`config.mk`:
```
export PLATFORM = sky130hd
export DESIGN_NAME = fetch_stage
export DESIGN_NICKNAME = d
export VERILOG_FILES = /design/src/rtl/fetch_pkg.sv /design/src/rtl/fetch_stage_if_id_reg.sv /design/src/rtl/fetch_stage.sv
export SDC_FILE = /design/constraint.sdc
export NUM_CORES = 1
export LEC_CHECK = 0
export CAP_MARGIN = 30
export CORE_MARGIN = 10
export CORE_UTILIZATION = 51
export DETAILED_ROUTE_END_ITERATION = 8
export PLACE_DENSITY = 0.77
export SYNTH_ARGS = -nofsm -noshare
export SYNTH_HDL_FRONTEND = slang
export SYNTH_SLANG_ARGS = --single-unit
```
`constraint.sdc`:
```
create_clock -name clk_i -period 2.53 [get_ports clk_i]
set_clock_uncertainty 0.1 [all_clocks]
set_input_delay 0.6325 -clock clk_i [delete_from_list [all_inputs] [get_ports clk_i]]
set_output_delay 0.6325 -clock clk_i [all_outputs]
set_load 0.005 [all_outputs]
```
`src/rtl/fetch_pkg.sv`:
```
// Shared state encoding, constants and helpers for the instruction-fetch stage.
package fetch_pkg;

  typedef enum logic [1:0] {
    IDLE  = 2'd0,
    FETCH = 2'd1,
    HOLD  = 2'd2,
    DROP  = 2'd3
  } fetch_state_e;

  localparam int unsigned BUBBLE_INSTR = 32'd0;
  localparam int unsigned PC_INC       = 32'd4;

  // Saturating increment for the optional performance counters.
  function automatic logic [31:0] sat_inc(input logic [31:0] v);
    return (v == 32'hFFFF_FFFF) ? v : v + 32'd1;
  endfunction

endpackage

```
`src/rtl/fetch_stage_if_id_reg.sv`:
```
// IF/ID pipeline register: load a fetched instruction or squash to a bubble.
module if_id_reg #(
  parameter int unsigned ADDR_W  = 32,
  parameter int unsigned INSTR_W = 32
) (
  input  logic               clk_i,
  input  logic               rst_i,
  input  logic               load_i,
  input  logic               flush_i,
  input  logic [ADDR_W-1:0]  pc_i,
  input  logic [INSTR_W-1:0] instr_i,
  output logic [ADDR_W-1:0]  pc_o,
  output logic [INSTR_W-1:0] instr_o,
  output logic               valid_o
);
  import fetch_pkg::*;

  logic [ADDR_W-1:0]  pc_q, pc_d;
  logic [INSTR_W-1:0] instr_q, instr_d;
  logic               valid_q, valid_d;

  // A squash wins over a load; the PC field is left as-is for a bubble.
  always_comb begin
    pc_d    = pc_q;
    instr_d = instr_q;
    valid_d = valid_q;
    if (flush_i) begin
      instr_d = INSTR_W'(BUBBLE_INSTR);
      valid_d = 1'b0;
    end else if (load_i) begin
      pc_d    = pc_i;
      instr_d = instr_i;
      valid_d = 1'b1;
    end else begin
      valid_d = valid_q;
    end
  end

  // IF/ID storage.
  always_ff @(posedge clk_i or negedge rst_i) begin
    if (!rst_i) begin
      pc_q    <= {ADDR_W{1'b0}};
      instr_q <= {INSTR_W{1'b0}};
      valid_q <= 1'b0;
    end else begin
      pc_q    <= pc_d;
      instr_q <= instr_d;
      valid_q <= valid_d;
    end
  end

  assign pc_o    = pc_q;
  assign instr_o = instr_q;
  assign valid_o = valid_q;

endmodule

```
`src/rtl/fetch_stage.sv`:
```
// Instruction-fetch stage: PC, imem request handshake and IF/ID register.
// Optional performance counters are enabled with `define FETCH_PERF_CNT_EN.
module fetch_stage #(
  parameter int unsigned       ADDR_W   = 32,
  parameter int unsigned       INSTR_W  = 32,
  parameter logic [ADDR_W-1:0] RESET_PC = {ADDR_W{1'b0}}
) (
  input  logic               clk_i,
  input  logic               rst_i,
  input  logic               start_i,
  input  logic               PCWrite_i,
  input  logic               IF_ID_Write_i,
  input  logic               mem_stall_i,
  input  logic               Flush_i,
  input  logic [ADDR_W-1:0]  Branch_target_i,
  output logic               imem_req_o,
  output logic [ADDR_W-1:0]  imem_addr_o,
  input  logic               imem_ack_i,
  input  logic [INSTR_W-1:0] imem_data_i,
  output logic [ADDR_W-1:0]  IF_ID_PC_o,
  output logic [INSTR_W-1:0] IF_ID_instr_o,
  output logic               IF_ID_valid_o,
  output logic [ADDR_W-1:0]  pc_o
`ifdef FETCH_PERF_CNT_EN
  ,
  output logic [31:0]        fetch_cnt_o,
  output logic [31:0]        stall_cnt_o,
  output logic [31:0]        flush_cnt_o
`endif
);
  import fetch_pkg::*;

  fetch_state_e       state_q, state_d;
  logic [ADDR_W-1:0]  pc_q, pc_d;
  logic [ADDR_W-1:0]  addr_q, addr_d;
  logic               req_q, req_d;
  logic [INSTR_W-1:0] buf_q, buf_d;

  logic               adv_s, redirect_s;
  logic [ADDR_W-1:0]  pc_inc_s, drop_pc_s;
  logic               ifid_load_s, ifid_flush_s;
  logic [ADDR_W-1:0]  ifid_pc_s;
  logic [INSTR_W-1:0] ifid_instr_s;

  assign adv_s      = IF_ID_Write_i & PCWrite_i & ~mem_stall_i;
  assign redirect_s = Flush_i & IF_ID_Write_i & ~mem_stall_i;
  assign pc_inc_s   = pc_q + ADDR_W'(PC_INC);
  assign drop_pc_s  = redirect_s ? Branch_target_i : pc_q;

  // Next-state logic. In FETCH the PC always equals the outstanding request address.
  always_comb begin
    state_d      = state_q;
    pc_d         = pc_q;
    addr_d       = addr_q;
    req_d        = req_q;
    buf_d        = buf_q;
    ifid_load_s  = 1'b0;
    ifid_flush_s = 1'b0;
    ifid_pc_s    = pc_q;
    ifid_instr_s = imem_data_i;
    case (state_q)
      IDLE: begin
        if (start_i && !mem_stall_i) begin
          state_d = FETCH;
          req_d   = 1'b1;
          addr_d  = pc_q;
        end else begin
          req_d = 1'b0;
        end
      end
      FETCH: begin
        if (mem_stall_i) begin
          // Stalled pipeline still absorbs a returning fetch.
          if (imem_ack_i) begin
            buf_d   = imem_data_i;
            req_d   = 1'b0;
            state_d = HOLD;
          end else begin
            req_d = 1'b1;
          end
        end else if (redirect_s) begin
          ifid_flush_s = 1'b1;
          pc_d         = Branch_target_i;
          if (imem_ack_i) begin
            addr_d = Branch_target_i;
          end else begin
            state_d = DROP;
          end
        end else if (imem_ack_i) begin
          if (adv_s) begin
            ifid_load_s = 1'b1;
            pc_d        = pc_inc_s;
            addr_d      = pc_inc_s;
          end else begin
            buf_d   = imem_data_i;
            req_d   = 1'b0;
            state_d = HOLD;
          end
        end else if (adv_s) begin
          ifid_flush_s = 1'b1;
        end else begin
          req_d = 1'b1;
        end
      end
      HOLD: begin
        if (mem_stall_i) begin
          req_d = 1'b0;
        end else if (redirect_s) begin
          ifid_flush_s = 1'b1;
          pc_d         = Branch_target_i;
          addr_d       = Branch_target_i;
          req_d        = 1'b1;
          state_d      = FETCH;
        end else if (adv_s) begin
          ifid_load_s  = 1'b1;
          ifid_instr_s = buf_q;
          pc_d         = pc_inc_s;
          addr_d       = pc_inc_s;
          req_d        = 1'b1;
          state_d      = FETCH;
        end else begin
          req_d = 1'b0;
        end
      end
      DROP: begin
        pc_d = drop_pc_s;
        if (imem_ack_i) begin
          addr_d  = drop_pc_s;
          state_d = FETCH;
        end else begin
          addr_d = addr_q;
        end
      end
      default: begin
        state_d = IDLE;
        req_d   = 1'b0;
      end
    endcase
  end

  // Fetch control state; outputs come straight from these flops.
  always_ff @(posedge clk_i or negedge rst_i) begin
    if (!rst_i) begin
      state_q <= IDLE;
      pc_q    <= RESET_PC;
      addr_q  <= RESET_PC;
      req_q   <= 1'b0;
      buf_q   <= {INSTR_W{1'b0}};
    end else begin
      state_q <= state_d;
      pc_q    <= pc_d;
      addr_q  <= addr_d;
      req_q   <= req_d;
      buf_q   <= buf_d;
    end
  end

  if_id_reg #(
    .ADDR_W  (ADDR_W),
    .INSTR_W (INSTR_W)
  ) u_if_id (
    .clk_i   (clk_i),
    .rst_i   (rst_i),
    .load_i  (ifid_load_s),
    .flush_i (ifid_flush_s),
    .pc_i    (ifid_pc_s),
    .instr_i (ifid_instr_s),
    .pc_o    (IF_ID_PC_o),
    .instr_o (IF_ID_instr_o),
    .valid_o (IF_ID_valid_o)
  );

  assign imem_req_o  = req_q;
  assign imem_addr_o = addr_q;
  assign pc_o        = pc_q;

`ifdef FETCH_PERF_CNT_EN
  logic [31:0] fetch_cnt_q, fetch_cnt_d;
  logic [31:0] stall_cnt_q, stall_cnt_d;
  logic [31:0] flush_cnt_q, flush_cnt_d;

  // Event counting; nothing is counted before fetching starts.
  always_comb begin
    fetch_cnt_d = fetch_cnt_q;
    stall_cnt_d = stall_cnt_q;
    flush_cnt_d = flush_cnt_q;
    if (ifid_load_s) begin
      fetch_cnt_d = sat_inc(fetch_cnt_q);
    end else begin
      fetch_cnt_d = fetch_cnt_q;
    end
    if ((state_q != IDLE) && !adv_s) begin
      stall_cnt_d = sat_inc(stall_cnt_q);
    end else begin
      stall_cnt_d = stall_cnt_q;
    end
    if ((state_q != IDLE) && redirect_s) begin
      flush_cnt_d = sat_inc(flush_cnt_q);
    end else begin
      flush_cnt_d = flush_cnt_q;
    end
  end

  // Counter storage.
  always_ff @(posedge clk_i or negedge rst_i) begin
    if (!rst_i) begin
      fetch_cnt_q <= 32'd0;
      stall_cnt_q <= 32'd0;
      flush_cnt_q <= 32'd0;
    end else begin
      fetch_cnt_q <= fetch_cnt_d;
      stall_cnt_q <= stall_cnt_d;
      flush_cnt_q <= flush_cnt_d;
    end
  end

  assign fetch_cnt_o = fetch_cnt_q;
  assign stall_cnt_o = stall_cnt_q;
  assign flush_cnt_o = flush_cnt_q;
`endif

endmodule
```
==> results.yml <==
status:
  status: "complete, no violations"
logic_synthesis:
  synth_top_area_share_pct: 46.3
  synth_edf_count: 0
  synth_area_um2: 8860
  netlist-cell-type-count: 75
  async_flop_share_pct: 100
  yosysMostFrequentCell: "dfrtp_1"
  synth_warnings: 0
  synth_cells: 922
  synth_nets: 999
  synth_common_cells: "dfrtp_1 (164), nand2_1 (105), o21ai_0 (82)"
  ys_ff_latch: 164
  synth.area.top_cells: "dfrtp_1 (46%), mux2_2 (7.0%), mux2i_1 (4.9%)"
  ys_seq_area_share_pct: 46.3
  yosys.area.top_type: "dfrtp_1"
  ys.flop_type: "dfrtp_1"
  synth_area_per_cell_um2: 9.61
grt:
  grt_overflow_total: 0
  grt_max_degree: 62
  antenna_found_initial: 0
  grt_pass1_vias: 8148
  grt_usage_pct: 25.3
  grt_pass1_wl_um: 45700
routing:
  ant_nets: 0
  viasPerCell: 6.01
  wl_um: 29400
  firstDrtPassIters: 6
  drt_iter0_drc: 983
  m1WireLength_um: 12000
  dr_wl_met2_um: 13500
  wl_per_cell_um: 21.0
  route.vias.total: 8409
  dr_wl_met3_um: 3250
  routed.top_layer: "met4"
  drc: 0
sta:
  setup_viol: 0
  period_minus_slack_ns: 2.46
  worst_pin_slew_ns: 0.503
  slew_headroom_pct: 66.3
  fmax_mhz: 407
  drv_slew: 0
  timing.final.crit_share_pct: 97.2
  finalHoldViolations: 0
  rsz0062_at_grt: "no"
  setup_tns_ns: 0
power_and_ir_drop:
  ir_drop_mv: 0.683
  powerDensity_nw_per_um2: 1300
  power_leakage_uw: 0.00552
place:
  dp.final_hpwl_um: 21300
  gp_congestion: 0.964
  place_area_um2: 11700
  io_buffer_count: 201
clock_network:
  cts_tree: "done"
  cts_root_buf: "clkbuf_16"
  cts_buffers: 17
  cts.sinks: 164
  cts_setup_buffers: 0
  htree_levels: 4
  cts_buffer_depth: 2
  clk_latency_ns: 0.44
  clk_pin_slew_ns: 0.07
min_path:
  min_from: "u_if_id.instr_o[28]$_DFFE_PN0P_"
  hold_path.class: "reg -> reg"
setup_path:
  required_ns: 2.77
  rr_startpoint: "state_q[0]$_DFFE_PN0P_"
  crit_chain: "inv_1 -> ha_1 -> buf_4 -> inv_1 -> buf_4 -> nand2_1 -> o22ai_1 -> nand2_1 -> o21ai_0 -> a221oi_2"
  crit_arrival_ns: 2.70
  r2r_setup_slack_ns: 0.07
  crit_type: "reg -> reg"
  critPathMaxStageDelay_ns: 0.40
  cp-endpoint: "pc_o[25]$_DFFE_PN0P_"
  startpoint_type: "flop"
  endpoint_kind: "flop"
  slowest_stage: "dfrtp_1"
  cp_max_fo: 15
  r2r_cells: 10
  critPathLaunch: "state_q[0]$_DFFE_PN0P_"
  rr_endpoint: "pc_o[25]$_DFFE_PN0P_"
finish:
  num-nets-final: 1239
  fin_area_um2: 12400
  drive_gt1_share_pct: 18.2
  fillers: 1279
  postLayoutCoreUtil_pct: 72.1
  syn2layout_area_growth_pct: 39.7
  antenna_cells: 0
flow_run:
  maxCapViolCount: 0
die:
  io_pins: 202
  die_x_um: 152
  fp.coreArea_um2: 17200
  dieArea_um2: 23000
  initial_core_util_pct: 51.6
  die_h_um: 152
  num_rows: 48
flip-flops by register name (all words and copies together), names as in the netlist:
| signal | count |
|---|---|
| state_q | 2 |
| pc_o | 32 |
| imem_addr_o | 32 |
| imem_req_o | 1 |
| u_if_id.pc_o | 32 |
| u_if_id.instr_o | 32 |
| u_if_id.valid_o | 1 |
| buf_q | 32 |
layer usage:
layer,vias to the layer above,GRT usage [%]
li1,3860,-
met3,60,6.92
met5,-,0
met1,4004,33.3
met4,0,7.91
met2,485,39.7
per-stage QoR:
stage          setup WS [ns]  power, µW  std cells  hold WS [ns]
2_1_floorplan          0.251       8870        922         0.237
4_1_cts                0.148      16100       1400         0.384
3_3_place_gp          -0.150      13100       1367         0.360
6_report              0.0712      16100       1400         0.374
3_5_place_dp          -0.182      13300       1367         0.369
5_1_grt              0.00790      17100       1400         0.406
kinds of logic after synthesis:
kind of cell             share of synthesized area [%]
XOR/XNOR                                         0.494
flip-flops                                        46.3
AND/OR/NAND/NOR                                   14.8
AO/OA/AOI/OAI                                     20.2
adder cells (fa/ha/maj)                          0.706
buffers and inverters                             4.66
multiplexers                                      12.7
worst max-delay path, delay by kind of cell (launching register included):
| family | cells | cell delay [ns] |
|---|---|---|
| AO/OA/AOI/OAI | 3 | 0.43 |
| adder cells (fa/ha/maj) | 1 | 0.28 |
| buffers and inverters | 4 | 0.74 |
| flip-flops | 1 | 0.40 |
| AND/OR/NAND/NOR | 2 | 0.41 |
how the worst min path moves through the flow:
stage                                      end  cells after the start  slack [ns]
2_1_floorplan             buf_q[0]$_DFFE_PN0P_                      0        0.24
3_3_place_gp   u_if_id.instr_o[30]$_DFFE_PN0P_                      2        0.36
4_1_cts        u_if_id.instr_o[28]$_DFFE_PN0P_                      2        0.38
3_5_place_dp   u_if_id.instr_o[27]$_DFFE_PN0P_                      2        0.37
6_report       u_if_id.instr_o[28]$_DFFE_PN0P_                      2        0.37
5_1_grt        u_if_id.instr_o[16]$_DFFE_PN0P_                      2        0.41
final cells by class:
type                            instances  area [µm²]  area share, %
Clock buffer                           18         429           3.47
Clock inverter                         14         193           1.56
Inverter                               10        37.5          0.303
Multi-Input combinational cell        667        4360           35.2
Sequential cell                       164        4100           33.2
Tap cell                              225         282           2.27
Timing Repair Buffer                  302        2970           24.0
cells in the final DEF, fill, tap and decap left out, drive strengths merged, types with 4 or more instances in the layout:
| master | n |
|---|---|
| o221ai | 6 |
| dfrtp | 164 |
| a21oi | 78 |
| clkdlybuf4s50 | 200 |
| nor3 | 16 |
| nand2 | 105 |
| mux2i | 43 |
| nor4 | 8 |
| xnor2 | 4 |
| nand2b | 6 |
| o31ai | 4 |
| o32ai | 4 |
| o21ai | 89 |
| nand4 | 13 |
| mux2 | 62 |
| or3 | 5 |
| ha | 5 |
| a221o | 4 |
| nor2 | 71 |
| a31oi | 17 |
| and4 | 4 |
| and3 | 11 |
| o21a | 5 |
| a211oi | 6 |
| o22a | 9 |
| a22o | 4 |
| buf | 101 |
| nand3 | 17 |
| a221oi | 8 |
| inv | 16 |
| a22oi | 7 |
| clkbuf | 18 |
| a211o | 4 |
| o22ai | 14 |
power breakdown:
part | internal [µW] | leakage, µW | switching (µW)
sequential | 3880 | 0.00202 | 847
clock | 1590 | 0.000295 | 1190
combinational | 4340 | 0.00320 | 4290
total | 9810 | 0.00552 | 6330
repair_timing:
action / 4_1_cts / 5_1_grt
hold endpoints to repair: 25 / 0
endpoints found under the setup margin: 0 / 0
resized for setup: 0 / 0
hold buffers: 1 / 0
No activity file was read; power rests on OpenSTA's default activity.
